--- src/rtl/stepmotor_drv.sv ---
// Phase sequencer for 4-wire unipolar steppers: wave, two-phase full-step and
// half-step excitation, prescaled step period, finite or continuous moves.
module stepmotor_drv #(
    parameter int TICK_DIV = 50000,
    parameter int PERIOD_W = 8,
    parameter int STEPS_W  = 16
) (
    input  logic                clk,
    input  logic                rst,
    input  logic                start,
    input  logic                stop,
    input  logic                dir,
    input  logic [1:0]          mode,
    input  logic [PERIOD_W-1:0] period,
    input  logic [STEPS_W-1:0]  steps,
    input  logic                hold,
    output logic [3:0]          coil,
    output logic                busy,
    output logic                done,
    output logic [STEPS_W-1:0]  step_cnt
);

    localparam int PRESC_W = (TICK_DIV > 1) ? $clog2(TICK_DIV) : 1;

    typedef enum logic {
        IDLE = 1'b0,
        RUN  = 1'b1
    } state_t;

    state_t              state_r;
    logic [2:0]          idx_r;
    logic [PRESC_W-1:0]  presc_r;
    logic [PERIOD_W-1:0] per_cnt_r;
    logic                dir_r;
    logic [1:0]          mode_r;
    logic [PERIOD_W-1:0] period_r;
    logic [STEPS_W-1:0]  steps_r;

    logic                tick_s;
    logic [PERIOD_W-1:0] per_last_s;
    logic                step_due_s;
    logic [2:0]          step_inc_s;
    logic [2:0]          step_idx_s;
    logic                last_step_s;
    logic [1:0]          mode_eff_s;
    logic [2:0]          align_idx_s;

    function automatic logic [3:0] phase(input logic [2:0] i);
        logic [3:0] p;
        case (i)
            3'd0:    p = 4'b0001;
            3'd1:    p = 4'b0011;
            3'd2:    p = 4'b0010;
            3'd3:    p = 4'b0110;
            3'd4:    p = 4'b0100;
            3'd5:    p = 4'b1100;
            3'd6:    p = 4'b1000;
            3'd7:    p = 4'b1001;
            default: p = 4'b0000;
        endcase
        return p;
    endfunction

    // Step timing, next phase index and start-of-move alignment
    always_comb begin
        tick_s     = (presc_r == PRESC_W'(TICK_DIV - 1));
        if (period_r == {PERIOD_W{1'b0}}) begin
            per_last_s = {PERIOD_W{1'b0}};
        end else begin
            per_last_s = period_r - PERIOD_W'(1);
        end
        step_due_s = tick_s && (per_cnt_r == per_last_s);
        if (mode_r == 2'd2) begin
            step_inc_s = 3'd1;
        end else begin
            step_inc_s = 3'd2;
        end
        if (dir_r) begin
            step_idx_s = idx_r + step_inc_s;
        end else begin
            step_idx_s = idx_r - step_inc_s;
        end
        last_step_s = (steps_r != {STEPS_W{1'b0}}) &&
                      ((step_cnt + STEPS_W'(1)) == steps_r);
        if (mode == 2'd3) begin
            mode_eff_s = 2'd0;
        end else begin
            mode_eff_s = mode;
        end
        case (mode_eff_s)
            2'd0:    align_idx_s = {idx_r[2:1], 1'b0};
            2'd1:    align_idx_s = {idx_r[2:1], 1'b1};
            default: align_idx_s = idx_r;
        endcase
    end

    // IDLE/RUN sequencer with registered coil, busy, done and step count
    always_ff @(posedge clk or posedge rst) begin
        if (rst) begin
            state_r   <= IDLE;
            idx_r     <= 3'd0;
            presc_r   <= {PRESC_W{1'b0}};
            per_cnt_r <= {PERIOD_W{1'b0}};
            dir_r     <= 1'b0;
            mode_r    <= 2'd0;
            period_r  <= {PERIOD_W{1'b0}};
            steps_r   <= {STEPS_W{1'b0}};
            coil      <= 4'b0000;
            busy      <= 1'b0;
            done      <= 1'b0;
            step_cnt  <= {STEPS_W{1'b0}};
        end else begin
            done <= 1'b0;
            case (state_r)
                IDLE: begin
                    if (start && !stop) begin
                        state_r   <= RUN;
                        busy      <= 1'b1;
                        step_cnt  <= {STEPS_W{1'b0}};
                        presc_r   <= {PRESC_W{1'b0}};
                        per_cnt_r <= {PERIOD_W{1'b0}};
                        dir_r     <= dir;
                        mode_r    <= mode_eff_s;
                        period_r  <= period;
                        steps_r   <= steps;
                        idx_r     <= align_idx_s;
                        coil      <= phase(align_idx_s);
                    end else begin
                        coil <= hold ? phase(idx_r) : 4'b0000;
                    end
                end
                RUN: begin
                    if (stop) begin
                        state_r <= IDLE;
                        busy    <= 1'b0;
                        done    <= 1'b1;
                        coil    <= hold ? phase(idx_r) : 4'b0000;
                    end else begin
                        presc_r <= tick_s ? {PRESC_W{1'b0}} : presc_r + PRESC_W'(1);
                        if (tick_s) begin
                            per_cnt_r <= step_due_s ? {PERIOD_W{1'b0}} : per_cnt_r + PERIOD_W'(1);
                        end
                        if (step_due_s) begin
                            idx_r    <= step_idx_s;
                            step_cnt <= step_cnt + STEPS_W'(1);
                            if (last_step_s) begin
                                state_r <= IDLE;
                                busy    <= 1'b0;
                                done    <= 1'b1;
                                coil    <= hold ? phase(step_idx_s) : 4'b0000;
                            end else begin
                                coil <= phase(step_idx_s);
                            end
                        end else begin
                            coil <= phase(idx_r);
                        end
                    end
                end
                default: begin
                    state_r <= IDLE;
                    busy    <= 1'b0;
                    coil    <= 4'b0000;
                end
            endcase
        end
    end

endmodule

--- config.mk ---
export PLATFORM = sky130hd
export DESIGN_NAME = stepmotor_drv
export DESIGN_NICKNAME = d
export VERILOG_FILES = /design/src/rtl/stepmotor_drv.sv
export SDC_FILE = /design/constraint.sdc
export NUM_CORES = 1
export LEC_CHECK = 0
export ABC_AREA = 0
export CELL_PAD_IN_SITES_DETAIL_PLACEMENT = 1
export CELL_PAD_IN_SITES_GLOBAL_PLACEMENT = 2
export CORE_UTILIZATION = 35
export DETAILED_ROUTE_END_ITERATION = 8
export PLACE_DENSITY = 0.9
export RECOVER_POWER = 25
export SETUP_SLACK_MARGIN = 0.4
export SYNTH_ARGS = -nofsm -noshare
export SYNTH_HDL_FRONTEND = slang
export SYNTH_SLANG_ARGS = --single-unit
--- constraint.sdc ---
create_clock -name clk -period 4.1 [get_ports clk]
set_clock_uncertainty 0.2 [all_clocks]
set_input_delay 1.23 -clock clk [delete_from_list [all_inputs] [get_ports clk]]
set_output_delay 1.23 -clock clk [all_outputs]
set_load 0.05 [all_outputs]
==> results of run 1 <==
[Yosys cell counts (all sizes together), types with 5 or more instances]
cell	number
a21o	15
a21oi	31
a22o	5
a31oi	7
and2	6
and3	13
and4	7
buf	7
clkbuf	23
dfrtp	77
ha	5
inv	10
nand2	116
nand2b	7
nand3	19
nand4	20
nor2	28
nor2b	9
nor3	8
nor3b	5
nor4	9
o21ai	44
o31ai	10
or3	10
xnor2	20
xor2	16
[state kept, by name, summed over array words and instances, names as in the netlist]
name       cells
busy           1
coil           4
dir_r          1
done           1
idx_r          3
mode_r         2
per_cnt_r      8
period_r       8
presc_r       16
state_r        1
step_cnt      16
steps_r       16
[critical path, stage by stage]
cell and delay, ps:
dlygate4sd3_1 540, clkinv_1 50, clkbuf_2 1380
[how the worst min path moves through the flow]
stage | from | end | slack (ps)
floorplan | mode_r[1]$_DFFE_PP0P_ | mode_r[1]$_DFFE_PP0P_ | 240
global placement | mode_r[0]$_DFFE_PP0P_ | mode_r[0]$_DFFE_PP0P_ | 260
detailed placement | mode_r[0]$_DFFE_PP0P_ | mode_r[0]$_DFFE_PP0P_ | 280
CTS | presc_r[15]$_DFFE_PP0P_ | presc_r[15]$_DFFE_PP0P_ | 290
global route | presc_r[15]$_DFFE_PP0P_ | presc_r[15]$_DFFE_PP0P_ | 320
finish | presc_r[15]$_DFFE_PP0P_ | presc_r[15]$_DFFE_PP0P_ | 290
[kinds of logic (layout without fill, tap and decap cells)]
kind of cell    Yosys count  after routing  synth area share [%]
simple gates            273            273                 28.79
compound gates          152            152                 20.38
flops                    77             77                 38.32
buf+inv                  42             89                 3.583
xor+xnor                 36             36                 6.270
fa+ha+maj                 6              6                 1.642
mux                       5              5                 1.020
[layer usage]
layer	part of all wire [%]	track usage, %	vias up	routed length [µm]
met1	48	29.32	2322	7123
li1	-	-	2230	-
met4	1.7	7.716	0	255
met3	3.9	3.792	18	568
met5	0	0	-	0
met2	46	32.84	80	6763
[final cells by class]
class	count	area, µm²	area share (%)
repair buffers	62	595.6	9.933
inverters	12	45.04	0.7513
clock inverters	1	5.005	0.08347
multi-input cells	472	2924	48.77
flip-flops and latches	77	1927	32.14
clock buffers	14	274.0	4.570
well taps	180	225.2	3.756
[power breakdown]
group	internal (mW)	leakage, nW	switching (mW)
registers	0.843	1.01	0.131
logic	0.254	1.38	0.360
clock network	0.456	0.139	0.310
==> results.sh, run 1 <==
export IMPL_status="finished with violations"
export IMPL_violations="max-capacitance violations, max-slew violations"
export IMPL_peakVddDrop_mv=0.1809
export IMPL_root_buffer="clkbuf_16"
export IMPL_first_pass_iters=4
export IMPL_critPathMaxFanout=77
export IMPL_synth_ff_type="dfrtp_1"
export IMPL_grtUsageTotal_pct=21.16
export IMPL_max_cap_viol_count=1
export IMPL_post_cts_resized=0
export IMPL_yosys_warnings=0
export IMPL_core_region_area_um2=13930
export IMPL_synth_area_leader_cell="dfrtp_1"
export IMPL_rsz0062_at_grt="false"
export IMPL_r2r_cells=9
export IMPL_vias=4650
export IMPL_r2r_end="step_cnt[10]$_DFFE_PP0P_"
export IMPL_crit_type="input pin to asynchronous set/reset pin"
export IMPL_grt_start_max_net_pins=78
export IMPL_synthesis_nets=629
export IMPL_synth_area_um2=5029
export IMPL_setup_ws_ps=711.0
export IMPL_routed_via_density=5.685
export IMPL_nFillCells=1650
export IMPL_arrival_ps=3260
export IMPL_die_area_um2=14850
export IMPL_layout_nets=672
export IMPL_grt_pass1_wl_um=24250
export IMPL_crit_path_end="done$_DFF_PP0_"
export IMPL_die_w_um=121.9
export IMPL_yosys_area_top_type_share_pct=38.32
export IMPL_p_leak_nw=2.523
export IMPL_start_util_pct=36.09
export IMPL_totalWireLength_um=14710
export IMPL_r2r_start="period_r[0]$_DFFE_PP0P_"
export IMPL_dp_cells=803
export IMPL_final_cell_area_um2=5996
export IMPL_postSynthCellCount=591
export IMPL_fmax_mhz=295.1
export IMPL_final_layout_size_suffix_gt1_share_pct=7.053
export IMPL_layout_commonest_cell="nand2_1"
export IMPL_crit_path_end_kind="asynchronous set/reset pin"
export IMPL_final_setup_tns_ps=0
export IMPL_layout_common_cells="nand2_1, dfrtp_1, clkdlybuf4s50_1, o21ai_0, a21oi_1"
export IMPL_setup_viol=0
export IMPL_total_power_mw=2.354
export IMPL_path_clk_slew_ps=60
export IMPL_synth_cell_type_count=73
export IMPL_synth_seq_cells=77
export IMPL_numCtsBuffers=9
export IMPL_holdCritPathClass="flip-flop to flip-flop"
export IMPL_cp_start_kind="input pin"
export IMPL_hold_depth=1
export IMPL_syn_avg_cell_area_um2=8.509
export IMPL_ys_async_sr_fraction_pct=100.0
export IMPL_ys_seq_area_share_pct=38.32
export IMPL_drc=0
export IMPL_insertion_delay_ps=350
export IMPL_syn2layout_area_growth_pct=19.23
export IMPL_gp_congestion=0.8783
export IMPL_synth_edf_count=0
export IMPL_clockBufferDepth=2
export IMPL_slew_headroom_pct=-29.98
export IMPL_grt_overflow=0
export IMPL_layout_cells_non_filler=818
export IMPL_final_hold_viol_count=0
export IMPL_n_antenna_cell=0
export IMPL_crit_required_ps=3970
export IMPL_place_area_um2=5732
export IMPL_grt_pass1_vias=4725
export IMPL_ant_nets=0
export IMPL_pre_cts_ws_ps=500.6
export IMPL_dp_hpwl_um=10720
export IMPL_fin_util_pct=43.03
export IMPL_pin_count=54
export IMPL_hold_buffers=0
export IMPL_port_buffer_count=53
export IMPL_power_density_nw_per_um2=392.6
export IMPL_rows=43
export IMPL_antenna_found_initial=0
export IMPL_post_cts_buffers=0
export IMPL_min_period_ps=3389
export IMPL_tightest_slew_ps=1950
export IMPL_setup_worst_path_start="rst"
export IMPL_netlist_top_cells_area="dfrtp_1, nand2_1, o21ai_0"
export IMPL_rrSetupSlack_ps=750
export IMPL_final_max_slew_viol_count=78
export IMPL_dieHeight_um=121.9
export IMPL_period_share_pct=82.66
export IMPL_wire_per_inst_um=17.98
export IMPL_whs_ps=293.9
export IMPL_drt_iter0_markers=233
export IMPL_cts_sinks=77
export IMPL_tritoncts="yes"
export IMPL_htreeDepth=3
Power figures use the tool's default switching activity.
==> run 2: changes to the inputs <==
- CORE_UTILIZATION: 35 -> 31
- PLACE_DENSITY: 0.9 -> 0.85
- clock period: 4.1 -> 3 ns (I/O delays scaled with it)
==> run 2 against run 1 <==
Highest routed layer unchanged. Final cell count up 10%. Sequential power up 39%. Register-to-register slack worse by 560 ps. The run now ends clean.
==> results.sh, run 2 (synthesis gave the netlist of run 1 again) <==
export IMPL_clockBufferDepth=2
export IMPL_crit_path_end_kind="flip-flop"
export IMPL_port_buffer_count=53
export IMPL_n_antenna_cell=0
export IMPL_core_region_area_um2=15890
export IMPL_setup_ws_ps=194.1
export IMPL_status="complete, no violations"
export IMPL_fin_util_pct=43.45
export IMPL_slowest_delay_ps=600
export IMPL_slew_headroom_pct=25.03
export IMPL_dp_hpwl_um=11580
export IMPL_place_area_um2=6012
export IMPL_final_setup_tns_ps=0
export IMPL_path_delay_family="simple AND/OR/NAND/NOR gates"
export IMPL_min_to="mode_r[1]$_DFFE_PP0P_"
export IMPL_grt_pass1_wl_um=27810
export IMPL_reg_largest_list="presc_r (16), step_cnt (16), steps_r (16)"
export IMPL_layout_commonest_cell="nand2_1"
export IMPL_root_buffer="clkbuf_16"
export IMPL_period_share_pct=93.53
export IMPL_nFillCells=1870
export IMPL_die_w_um=129.4
export IMPL_layout_common_cells="nand2_1, dfrtp_1, buf_4, o21ai_0, clkdlybuf4s50_1"
export IMPL_crit_type="flip-flop to flip-flop"
export IMPL_min_period_ps=2806
export IMPL_grt_pass1_vias=5339
export IMPL_cp_start_kind="flip-flop"
export IMPL_crit_slowest_cell="or4_4"
export IMPL_layout_nets=720
export IMPL_htreeDepth=3
export IMPL_vias=4987
export IMPL_insertion_delay_ps=350
export IMPL_grt_overflow=0
export IMPL_grt_start_max_net_pins=78
export IMPL_die_area_um2=16730
export IMPL_fmax_mhz=356.4
export IMPL_power_density_nw_per_um2=508.8
export IMPL_crit_required_ps=3040
export IMPL_path_clk_slew_ps=60
export IMPL_holdCritPathClass="flip-flop to flip-flop"
export IMPL_r2r_start="period_r[3]$_DFFE_PP0P_"
export IMPL_grtUsageTotal_pct=21.70
export IMPL_final_cell_area_um2=6903
export IMPL_path_cells="or4_4 -> nor3_2 -> xnor2_2 -> o221a_4 -> buf_4 -> nand4_4 -> buf_12 -> mux2_2"
export IMPL_ant_nets=0
export IMPL_swShare_pct=36.67
export IMPL_pre_cts_ws_ps=-21.55
export IMPL_wire_per_inst_um=19.70
export IMPL_gp_congestion=0.8518
export IMPL_routed_via_density=5.523
export IMPL_arrival_ps=2840
export IMPL_layout_cells_non_filler=903
export IMPL_dp_cells=863
export IMPL_setup_viol=0
export IMPL_pin_count=54
export IMPL_dieHeight_um=129.4
export IMPL_rows=46
export IMPL_rsz0062_at_grt="true"
export IMPL_final_hold_viol_count=0
export IMPL_drc=0
export IMPL_cts_sinks=77
export IMPL_whs_ps=275.9
export IMPL_p_leak_nw=2.978
export IMPL_hold_path_startpoint="mode_r[1]$_DFFE_PP0P_"
export IMPL_p_comb_share_pct=32.4
export IMPL_max_cap_viol_count=0
export IMPL_rrSetupSlack_ps=190
export IMPL_totalWireLength_um=17790
export IMPL_hold_depth=2
export IMPL_r2r_cells=8
export IMPL_p_seq_share_pct=38.3
export IMPL_syn2layout_area_growth_pct=37.27
export IMPL_r2r_end="idx_r[1]$_DFFE_PP0P_"
export IMPL_start_util_pct=31.66
export IMPL_antenna_found_initial=0
export IMPL_total_power_mw=3.512
export IMPL_peakVddDrop_mv=0.3089
export IMPL_tightest_slew_ps=1124
export IMPL_numCtsBuffers=9
export IMPL_power_switching_mw=1.288
export IMPL_final_layout_size_suffix_gt1_share_pct=24.16
export IMPL_internal_power_mw=2.224
export IMPL_first_pass_iters=4
export IMPL_tritoncts="yes"
export IMPL_drt_iter0_markers=252
export IMPL_critPathMaxFanout=5
export IMPL_p_clk_share_pct=29.3
export IMPL_crit_buf_inv=2
export IMPL_final_max_slew_viol_count=0
==> run 2: per-layer routing <==
| layer | up-vias | GRT usage (%) | part of all wire (%) |
|---|---|---|---|
| li1 | 2322 | - | - |
| met5 | - | 0 | 0 |
| met2 | 111 | 37.73 | 50 |
| met3 | 27 | 4.046 | 4.4 |
| met4 | 0 | 6.505 | 1.8 |
| met1 | 2527 | 27.25 | 44 |
==> run 2: area by class of cell <==
class / count / area [µm²] / share of cell area (%)
inverter: 12 / 48.80 / 0.7069
tap: 216 / 270.3 / 3.915
timing repair buffer: 109 / 1018 / 14.75
sequential: 77 / 1944 / 28.17
clock buffer: 10 / 229.0 / 3.317
multi-input combinational: 473 / 3352 / 48.56
clock inverter: 6 / 40.04 / 0.5800
==> run 2: worst max path at each step <==
| stage | startpoint | endpoint | slack, ps | cells past startpoint |
|---|---|---|---|---|
| global placement | stop | coil[2]$_DFF_PP0_ | 80 | 8 |
| detailed placement | period_r[0]$_DFFE_PP0P_ | step_cnt[15]$_DFFE_PP0P_ | -20 | 9 |
| floorplan | period_r[3]$_DFFE_PP0P_ | step_cnt[4]$_DFFE_PP0P_ | 280 | 8 |
| CTS | period_r[3]$_DFFE_PP0P_ | idx_r[0]$_DFFE_PP0P_ | 220 | 9 |
| finish | period_r[3]$_DFFE_PP0P_ | idx_r[1]$_DFFE_PP0P_ | 190 | 8 |
| global route | period_r[3]$_DFFE_PP0P_ | step_cnt[11]$_DFFE_PP0P_ | 100 | 9 |
==> run 2: what timing repair did <==
item / in CTS / in global routing
pin swaps: 27 / 6
gates resized for setup: 84 / 31
endpoints found under the setup margin: 52 / 38
buffers inserted: 15 / 7
gates cloned: 2 / 0
hold buffers: 0 / 0
==> run 2: power groups by stage <==
stage,Sequential (mW),Clock [mW],Combinational [mW]
after floorplan,1.30,0,0.635
after global placement,1.33,0,0.864
after detailed placement,1.34,0,0.902
after CTS,1.33,1.05,1.06
after global routing,1.36,1.09,1.23
final,1.35,1.03,1.14
==> run 2: worst reg2reg max path, stage by stage (launching register included) <==
cell and delay [ps]:
dfrtp_2 450, or4_4 600, nor3_2 250, xnor2_2 160, o221a_4 260, buf_4 140, nand4_4 160, buf_12 200
mux2_2 270
